File: src/rtl/xcore_flush_ctrl_pkg.sv
// Shared types for the flush/redirect controller: FSM state encoding and
// event-source codes, plus the fixed-priority event picker.
package xcore_flush_ctrl_pkg;

    typedef enum logic [1:0] {
        ST_IDLE     = 2'd0,
        ST_DRAIN    = 2'd1,
        ST_REDIRECT = 2'd2
    } state_e;

    typedef logic [1:0] src_t;

    localparam src_t SRC_NONE   = 2'd0;
    localparam src_t SRC_TRAP   = 2'd1;
    localparam src_t SRC_BJP    = 2'd2;
    localparam src_t SRC_FENCEI = 2'd3;

    // Traps are taken in any state; branch and fence.i only while idle.
    function automatic src_t pick_src(input logic trap, input logic bjp,
                                      input logic fencei, input logic idle);
        src_t src;
        if (trap) begin
            src = SRC_TRAP;
        end else if (idle && bjp) begin
            src = SRC_BJP;
        end else if (idle && fencei) begin
            src = SRC_FENCEI;
        end else begin
            src = SRC_NONE;
        end
        return src;
    endfunction

endpackage

File: src/rtl/xcore_perf_cnt.sv
// Wrapping event counter used for the branch-mispredict statistic.
module xcore_perf_cnt #(
    parameter int unsigned W = 32
) (
    input  logic         i_clk,
    input  logic         i_rst_n,
    input  logic         i_inc,
    output logic [W-1:0] o_cnt
);

    logic [W-1:0] cnt_q;
    logic [W-1:0] cnt_d;

    // Next count: add one per event, wrapping naturally at 2^W.
    always_comb begin
        if (i_inc) begin
            cnt_d = cnt_q + W'(1);
        end else begin
            cnt_d = cnt_q;
        end
    end

    // Count register.
    always_ff @(posedge i_clk or negedge i_rst_n) begin
        if (!i_rst_n) begin
            cnt_q <= {W{1'b0}};
        end else begin
            cnt_q <= cnt_d;
        end
    end

    assign o_cnt = cnt_q;

endmodule

File: src/rtl/xcore_flush_ctrl.sv
// Pipeline flush / fetch-redirect controller (trap > bjp > fence.i).
// Mispredict counter is built only when XCORE_FLUSH_CNT_EN is defined.
module xcore_flush_ctrl
    import xcore_flush_ctrl_pkg::*;
#(
    parameter int unsigned XLEN  = 32,
    parameter int unsigned ID_W  = 3,
    parameter int unsigned CNT_W = 32
) (
    input  logic             i_clk,
    input  logic             i_rst_n,
    input  logic             i_bjp_flush_req,
    input  logic             i_bjp_flush_type,
    input  logic [XLEN-1:0]  i_bjp_target,
    input  logic [ID_W-1:0]  i_bjp_flush_id,
    input  logic             i_trap_req,
    input  logic [XLEN-1:0]  i_trap_target,
    input  logic [ID_W-1:0]  i_trap_id,
    input  logic             i_fencei_req,
    input  logic [XLEN-1:0]  i_fencei_target,
    input  logic [ID_W-1:0]  i_fencei_id,
    input  logic             i_lsu_idle,
    input  logic             i_ifu_ready,
    output logic             o_redir_valid,
    output logic [XLEN-1:0]  o_redir_pc,
    output logic             o_flush,
    output logic [ID_W-1:0]  o_flush_id,
    output logic             o_stall,
    output logic [CNT_W-1:0] o_mispred_cnt
);

    state_e          state_q, state_d;
    logic [XLEN-1:0] pc_q, pc_d;
    logic [ID_W-1:0] id_q, id_d;
    logic            flush_q, flush_d;
    logic            valid_q, valid_d;
    logic            stall_q, stall_d;
    src_t            src_s;

    // Event acceptance, target/id capture and next-state selection.
    always_comb begin
        src_s   = pick_src(i_trap_req, i_bjp_flush_req, i_fencei_req,
                           (state_q == ST_IDLE));
        state_d = state_q;
        pc_d    = pc_q;
        id_d    = id_q;
        flush_d = 1'b0;
        case (src_s)
            SRC_TRAP: begin
                pc_d    = i_trap_target;
                id_d    = i_trap_id;
                flush_d = 1'b1;
                state_d = ST_REDIRECT;
            end
            SRC_BJP: begin
                pc_d    = i_bjp_target;
                id_d    = i_bjp_flush_id;
                flush_d = 1'b1;
                if (i_bjp_flush_type) begin
                    state_d = ST_REDIRECT;
                end else begin
                    state_d = ST_IDLE;
                end
            end
            SRC_FENCEI: begin
                pc_d    = i_fencei_target;
                id_d    = i_fencei_id;
                flush_d = 1'b1;
                state_d = ST_DRAIN;
            end
            default: begin
                case (state_q)
                    ST_IDLE: begin
                        state_d = ST_IDLE;
                    end
                    ST_DRAIN: begin
                        if (i_lsu_idle) begin
                            state_d = ST_REDIRECT;
                        end else begin
                            state_d = ST_DRAIN;
                        end
                    end
                    ST_REDIRECT: begin
                        if (i_ifu_ready) begin
                            state_d = ST_IDLE;
                        end else begin
                            state_d = ST_REDIRECT;
                        end
                    end
                    default: begin
                        state_d = ST_IDLE;
                    end
                endcase
            end
        endcase
        // Outputs are registered copies of what the next state implies.
        valid_d = (state_d == ST_REDIRECT);
        stall_d = (state_d != ST_IDLE);
    end

    // State and output registers; reset drops any in-flight redirect.
    always_ff @(posedge i_clk or negedge i_rst_n) begin
        if (!i_rst_n) begin
            state_q <= ST_IDLE;
            pc_q    <= {XLEN{1'b0}};
            id_q    <= {ID_W{1'b0}};
            flush_q <= 1'b0;
            valid_q <= 1'b0;
            stall_q <= 1'b0;
        end else begin
            state_q <= state_d;
            pc_q    <= pc_d;
            id_q    <= id_d;
            flush_q <= flush_d;
            valid_q <= valid_d;
            stall_q <= stall_d;
        end
    end

    assign o_redir_valid = valid_q;
    assign o_redir_pc    = pc_q;
    assign o_flush       = flush_q;
    assign o_flush_id    = id_q;
    assign o_stall       = stall_q;

`ifdef XCORE_FLUSH_CNT_EN
    logic bjp_acc_s;
    assign bjp_acc_s = (src_s == SRC_BJP);

    xcore_perf_cnt #(
        .W (CNT_W)
    ) u_perf_cnt (
        .i_clk   (i_clk),
        .i_rst_n (i_rst_n),
        .i_inc   (bjp_acc_s),
        .o_cnt   (o_mispred_cnt)
    );
`else
    assign o_mispred_cnt = {CNT_W{1'b0}};
`endif

endmodule

File: config.mk
export PLATFORM = sky130hd
export DESIGN_NAME = xcore_flush_ctrl
export DESIGN_NICKNAME = d
export VERILOG_FILES = /design/src/rtl/xcore_flush_ctrl_pkg.sv /design/src/rtl/xcore_perf_cnt.sv /design/src/rtl/xcore_flush_ctrl.sv
export SDC_FILE = /design/constraint.sdc
export NUM_CORES = 1
export LEC_CHECK = 0
export ABC_AREA = 1
export CORE_MARGIN = 2
export CORE_UTILIZATION = 36
export DETAILED_ROUTE_END_ITERATION = 10
export PLACE_DENSITY = 0.82
export SETUP_SLACK_MARGIN = 0.2
export SYNTH_ARGS = -nofsm -noshare
export SYNTH_HDL_FRONTEND = slang
export SYNTH_SLANG_ARGS = --single-unit
File: constraint.sdc
create_clock -name i_clk -period 1.8 [get_ports i_clk]
set_input_delay 0.36 -clock i_clk [delete_from_list [all_inputs] [get_ports i_clk]]
set_output_delay 0.36 -clock i_clk [all_outputs]
set_load 0.05 [all_outputs]
# Word level (Yosys, flattened, before mapping)
# Cells that the tools add are included.
[word_totals]
register_bits = 40
input_bits = 113
word_cells = 29
output_inout_bits = 70
[op_classes]
n_eq_ne = 6
reduce_logical = 6
n_mux = 11
[ops]
columns = ["operator", "n"]
rows = [
  ["case mux 32 bit (3 select lines)", 1],
  ["2-to-1 mux 2 bit", 6],
  ["case mux 3 bit (3 select lines)", 1],
  ["equality test 2 bit, second input constant", 4],
  ["case mux 2 bit (3 select lines)", 1],
  ["equality test 2 x 1 -> 1 bit, second input constant", 2],
  ["case mux 2 bit (2 select lines)", 1],
  ["nonzero test 3 bit", 1],
  ["OR reduction 3 bit", 1],
  ["logical AND 1 bit", 2],
  ["zero test 2 bit", 1],
  ["nonzero test 2 bit", 1],
  ["2-to-1 mux 1 bit", 1],
]

# Longest topological paths before layout
[logic_depth]
ltp_word = 8
depth_mapped = 9
ltp_nobuf = 8

# Worst setup path before layout
# OpenSTA, ideal clock, no wires.
[synth_path]
kind = "reg2reg"
startpoint = "register state_q[0]"
endpoint = "register pc_q[10] (netlist: o_redir_pc[10])"
path_slack_ns = 0.437
path_buffers = 1
t_arrival_ns = 1.244
required_time_ns = 1.682
path_stages_with_launch = 9
synth_period_minus_slack_ns = 1.363
setup_time_ns = 0.118
path_cell_list = "dfrtp_1 > inv_1 > ha_1 > nand2_1 > nand3_2 > buf_2 > nand2_1 > nor2_1 > nor2_1"
[synth_via]
elab_chain_cells = 7
word_cells_on_any_way = 11
cone_classes = "3 x eq/ne; 4 x mux; 4 x reduce/logical"
[synth_lines]
columns = ["item", "line_no", "source"]
rows = [
  ["start: declaration", "xcore_flush_ctrl.sv:32", "state_e state_q, state_d;"],
  ["start signal: assignment", "xcore_flush_ctrl.sv:111", "state_q <= state_d;"],
  ["zero test 2 bit (*)", "xcore_flush_ctrl.sv:43", "(state_q == ST_IDLE));"],
  ["logical AND 1 bit", "xcore_flush_ctrl_pkg.sv:26", "end else if (idle && fencei) begin"],
  ["2-to-1 mux 2 bit", "xcore_flush_ctrl_pkg.sv:26", ""],
  ["2-to-1 mux 2 bit (*)", "xcore_flush_ctrl_pkg.sv:24", "end else if (idle && bjp) begin"],
  ["2-to-1 mux 2 bit (*)", "xcore_flush_ctrl_pkg.sv:22", "if (trap) begin"],
  ["equality test 2 bit or equality test 2 x 1 -> 1 bit (tied branches)", "xcore_flush_ctrl.sv:48", "case (src_s)"],
  ["case mux 32 bit (3 select lines) or nonzero test 3 bit (tied branches)", "n/a", ""],
  ["end signal: assignment", "xcore_flush_ctrl.sv:105", "pc_q <= {XLEN{1'b0}};"],
  ["end signal: assignment", "xcore_flush_ctrl.sv:112", "pc_q <= pc_d;"],
  ["end: declaration", "xcore_flush_ctrl.sv:33", "logic [XLEN-1:0] pc_q, pc_d;"],
]
# Mark *: on every way between the ends. The rest lies on a longest branch, timed or not.
# A chain may end at the register's enable or synchronous reset.

# Worst setup path in the final report
[layout_path]
startpoint = "register state_q[1]"
endpoint = "register pc_q[6] (netlist: o_redir_pc[6])"
# Same word-level chain as after synthesis.

==> results.yml <==
clock_network:
  cts_sinks: 40
  cts_tree: "yes"
  cts_buffer_depth: 2
  post_cts_buffers: 0
  insertion_delay_ps: 290
  cts.htree.levels: 2
  cts-root-buf: "clkbuf_8"
  clkTransAtPathRegs_ps: 80
  cts_hold_buf: 0
  numCtsBuffers: 5
yosys:
  avgSynthCellArea_sq_um: 6.453
  syn_inst: 406
  netlist_area_sq_mm: 0.002620
  synth.distinct_cells: 14
  yosys_warnings: 0
  yosysSeqAreaShare_pct: 38.20
  ys_seq_elements: 40
floorplanning:
  io_pins: 183
  die_h_um: 89.31
  start_util_pct: 36.71
  dieArea_sq_mm: 0.007976
  die_w_um: 89.31
  design.core.area_sq_mm: 0.007137
  core.rowCount: 31
worst_setup_path:
  worstReg2RegStart: "state_q[1]$_DFF_PN0_"
  critical-path-slowest-cell: "dfrtp_1"
  reg2reg_depth: 8
  crit_path_max_fanout: 9
  cp.arrival_ps: 1690
  regToRegSetupSlack_ps: 300
  worstPathCellList: "inv_1 -> ha_4 -> nand2_2 -> nand3_4 -> clkbuf_16 -> nand2_1 -> nor2_1 -> nor2_1"
  crit_type: "reg -> reg"
  startpoint_type: "register"
  slowest_delay_ps: 390
  cp-end-kind: "register"
  required_ps: 1990
  crit_top_cell: "nor2_1"
  reg2reg_to: "o_redir_pc[6]$_DFFE_PN0P_"
power_and_ir_drop:
  vdd_ir_drop_max_v: 0.0003715
  p_leak_nw: 2.231
  power.density_mw_per_mm2: 770.3
  power.total_w: 0.003318
finish:
  fin_util_pct: 60.36
  final_common_cell: "nand2_1"
  final_cell_mix: "nand2_1 (147), nor2_1 (112), clkdlybuf4s50_1 (110)"
  antenna_cells: 0
  area_growth_pct: 64.42
  drive_gt1_share_pct: 12.52
  fin_cells: 658
  nets: 674
drt:
  firstDrtPassIters: 4
  highest_layer: "met4"
  met2WireLength_um: 4099
  drtAntennaViolNets: 0
  drt-met1-wl_um: 3238
  drt_iter0_markers: 82
  routedWlPerCell_um: 12.03
  vias: 2924
  drt-total-wl_um: 7917
  drcViolationCount: 0
  wl_met3_um: 534
  via_per_inst: 4.444
sta:
  hold_violations: 0
  max_freq_ghz: 0.6665
  worst_slack_ps: 299.7
  fin_tns_setup_ps: 0
  rsz0062_at_grt: "false"
  setup_viol: 0
  min_period_over_period_pct: 83.35
  final-max-slew-violation-count: 0
  finalCriticalPeriod_ps: 1500
  finClkSkew_ps: 4.353
min_path:
  hold_class: "in -> async"
placement:
  gp_congestion: 0.7963
  dp_hpwl_um: 5881
  place_inst: 646
  place.port_buffers: 150
  dp_slack_ps: 45.77
global_route:
  track_usage_pct: 17.94
  antenna_found_initial: 0
  grt_pass1_wl_um: 11150
  overflow: 0
  grt_start_max_net_pins: 41
  grt_pass1_vias: 2486
run_status:
  status: "completed"
flow_run:
  maxCapViolCount: 0
[area by class of cell]
type	instances	area, sq um
flip-flops and latches	40	1001
clock buffers	6	72.57
multi-input cells	337	1383
inverters	8	30.03
clock inverters	2	35.03
fillers	661	2829
well taps	99	123.9
repair buffers	166	1663
[logic make-up (layout without fill, tap and decap cells)]
kind of cell	after synthesis	in the layout	synth area share, %
buffers and inverters	60	182	14.42
adders and majority gates	3	3	1.433
and+or+nand+nor	301	301	45.51
AOI/OAI and AO/OA	1	1	0.2866
DFF	40	40	38.20
other	1	32	0.1431
[flip-flops by register name, indices dropped and copies added, names as in the netlist]
register / flops
state_q: 2
o_flush: 1
o_redir_valid: 1
o_stall: 1
o_redir_pc: 32
o_flush_id: 3
[metal layers]
layer | track usage (%) | vias to the layer above
met5 | 0 | -
met4 | 3.121 | 0
met3 | 3.601 | 5
met2 | 34.14 | 102
met1 | 20.91 | 1337
li1 | - | 1480
[critical path: cells and delay by family (launching register included)]
kind                       cells  cell delay (ps)
DFF                            1              390
adders and majority gates      1              170
buffers and inverters          2              320
and+or+nand+nor                5              520
[how the worst max path moves through the flow]
| stage | depth (start not counted) | start | end |
|---|---|---|---|
| after floorplan | 8 | state_q[0]$_DFF_PN0_ | o_redir_pc[10]$_DFFE_PN0P_ |
| final | 8 | state_q[1]$_DFF_PN0_ | o_redir_pc[6]$_DFFE_PN0P_ |
| after detailed placement | 8 | i_bjp_flush_req | o_redir_pc[3]$_DFFE_PN0P_ |
| after global placement | 8 | i_bjp_flush_req | o_redir_pc[11]$_DFFE_PN0P_ |
| after CTS | 8 | state_q[0]$_DFF_PN0_ | o_flush_id[0]$_DFFE_PN0P_ |
| after global routing | 7 | state_q[1]$_DFF_PN0_ | o_redir_pc[19]$_DFFE_PN0P_ |
[synthesized netlist by cell type]
library cell	n	share of area, %
dfrtp_1	40	38
inv_1	7	1.0
nand3_2	1	0.38
buf_2	17	3.2
ha_1	3	1.4
nand2_1	149	21
nor2_2	1	0.24
nor2_4	1	0.43
inv_2	1	0.14
a21boi_0	1	0.29
nand3_1	37	7.1
conb_1	1	0.14
buf_4	35	10
nor2_1	112	16
[power breakdown]
part	switching, W	total [W]	internal [W]
logic	0.000959	0.00152	0.000558
clock network	0.000301	0.000713	0.000411
registers	0.0000658	0.00109	0.00102
total	0.00133	0.00332	0.00199
[repair_timing]
item | CTS | global route
cloned | 0 | 4
setup endpoints to repair | 1 | 37
hold endpoints to repair | 0 | 0
pin swaps | 0 | 1
gates resized for setup | 1 | 6
[metrics by stage]
| stage | instance area (sq um) | hold slack [ps] |
|---|---|---|
| after floorplan | 2736 | 64.41 |
| after global placement | 4076 | 448.2 |
| after detailed placement | 4076 | 446.4 |
| after CTS | 4183 | 129.0 |
| after global routing | 4308 | 156.1 |
| final | 4308 | 120.3 |
No activity file was read; power rests on OpenSTA's default activity.
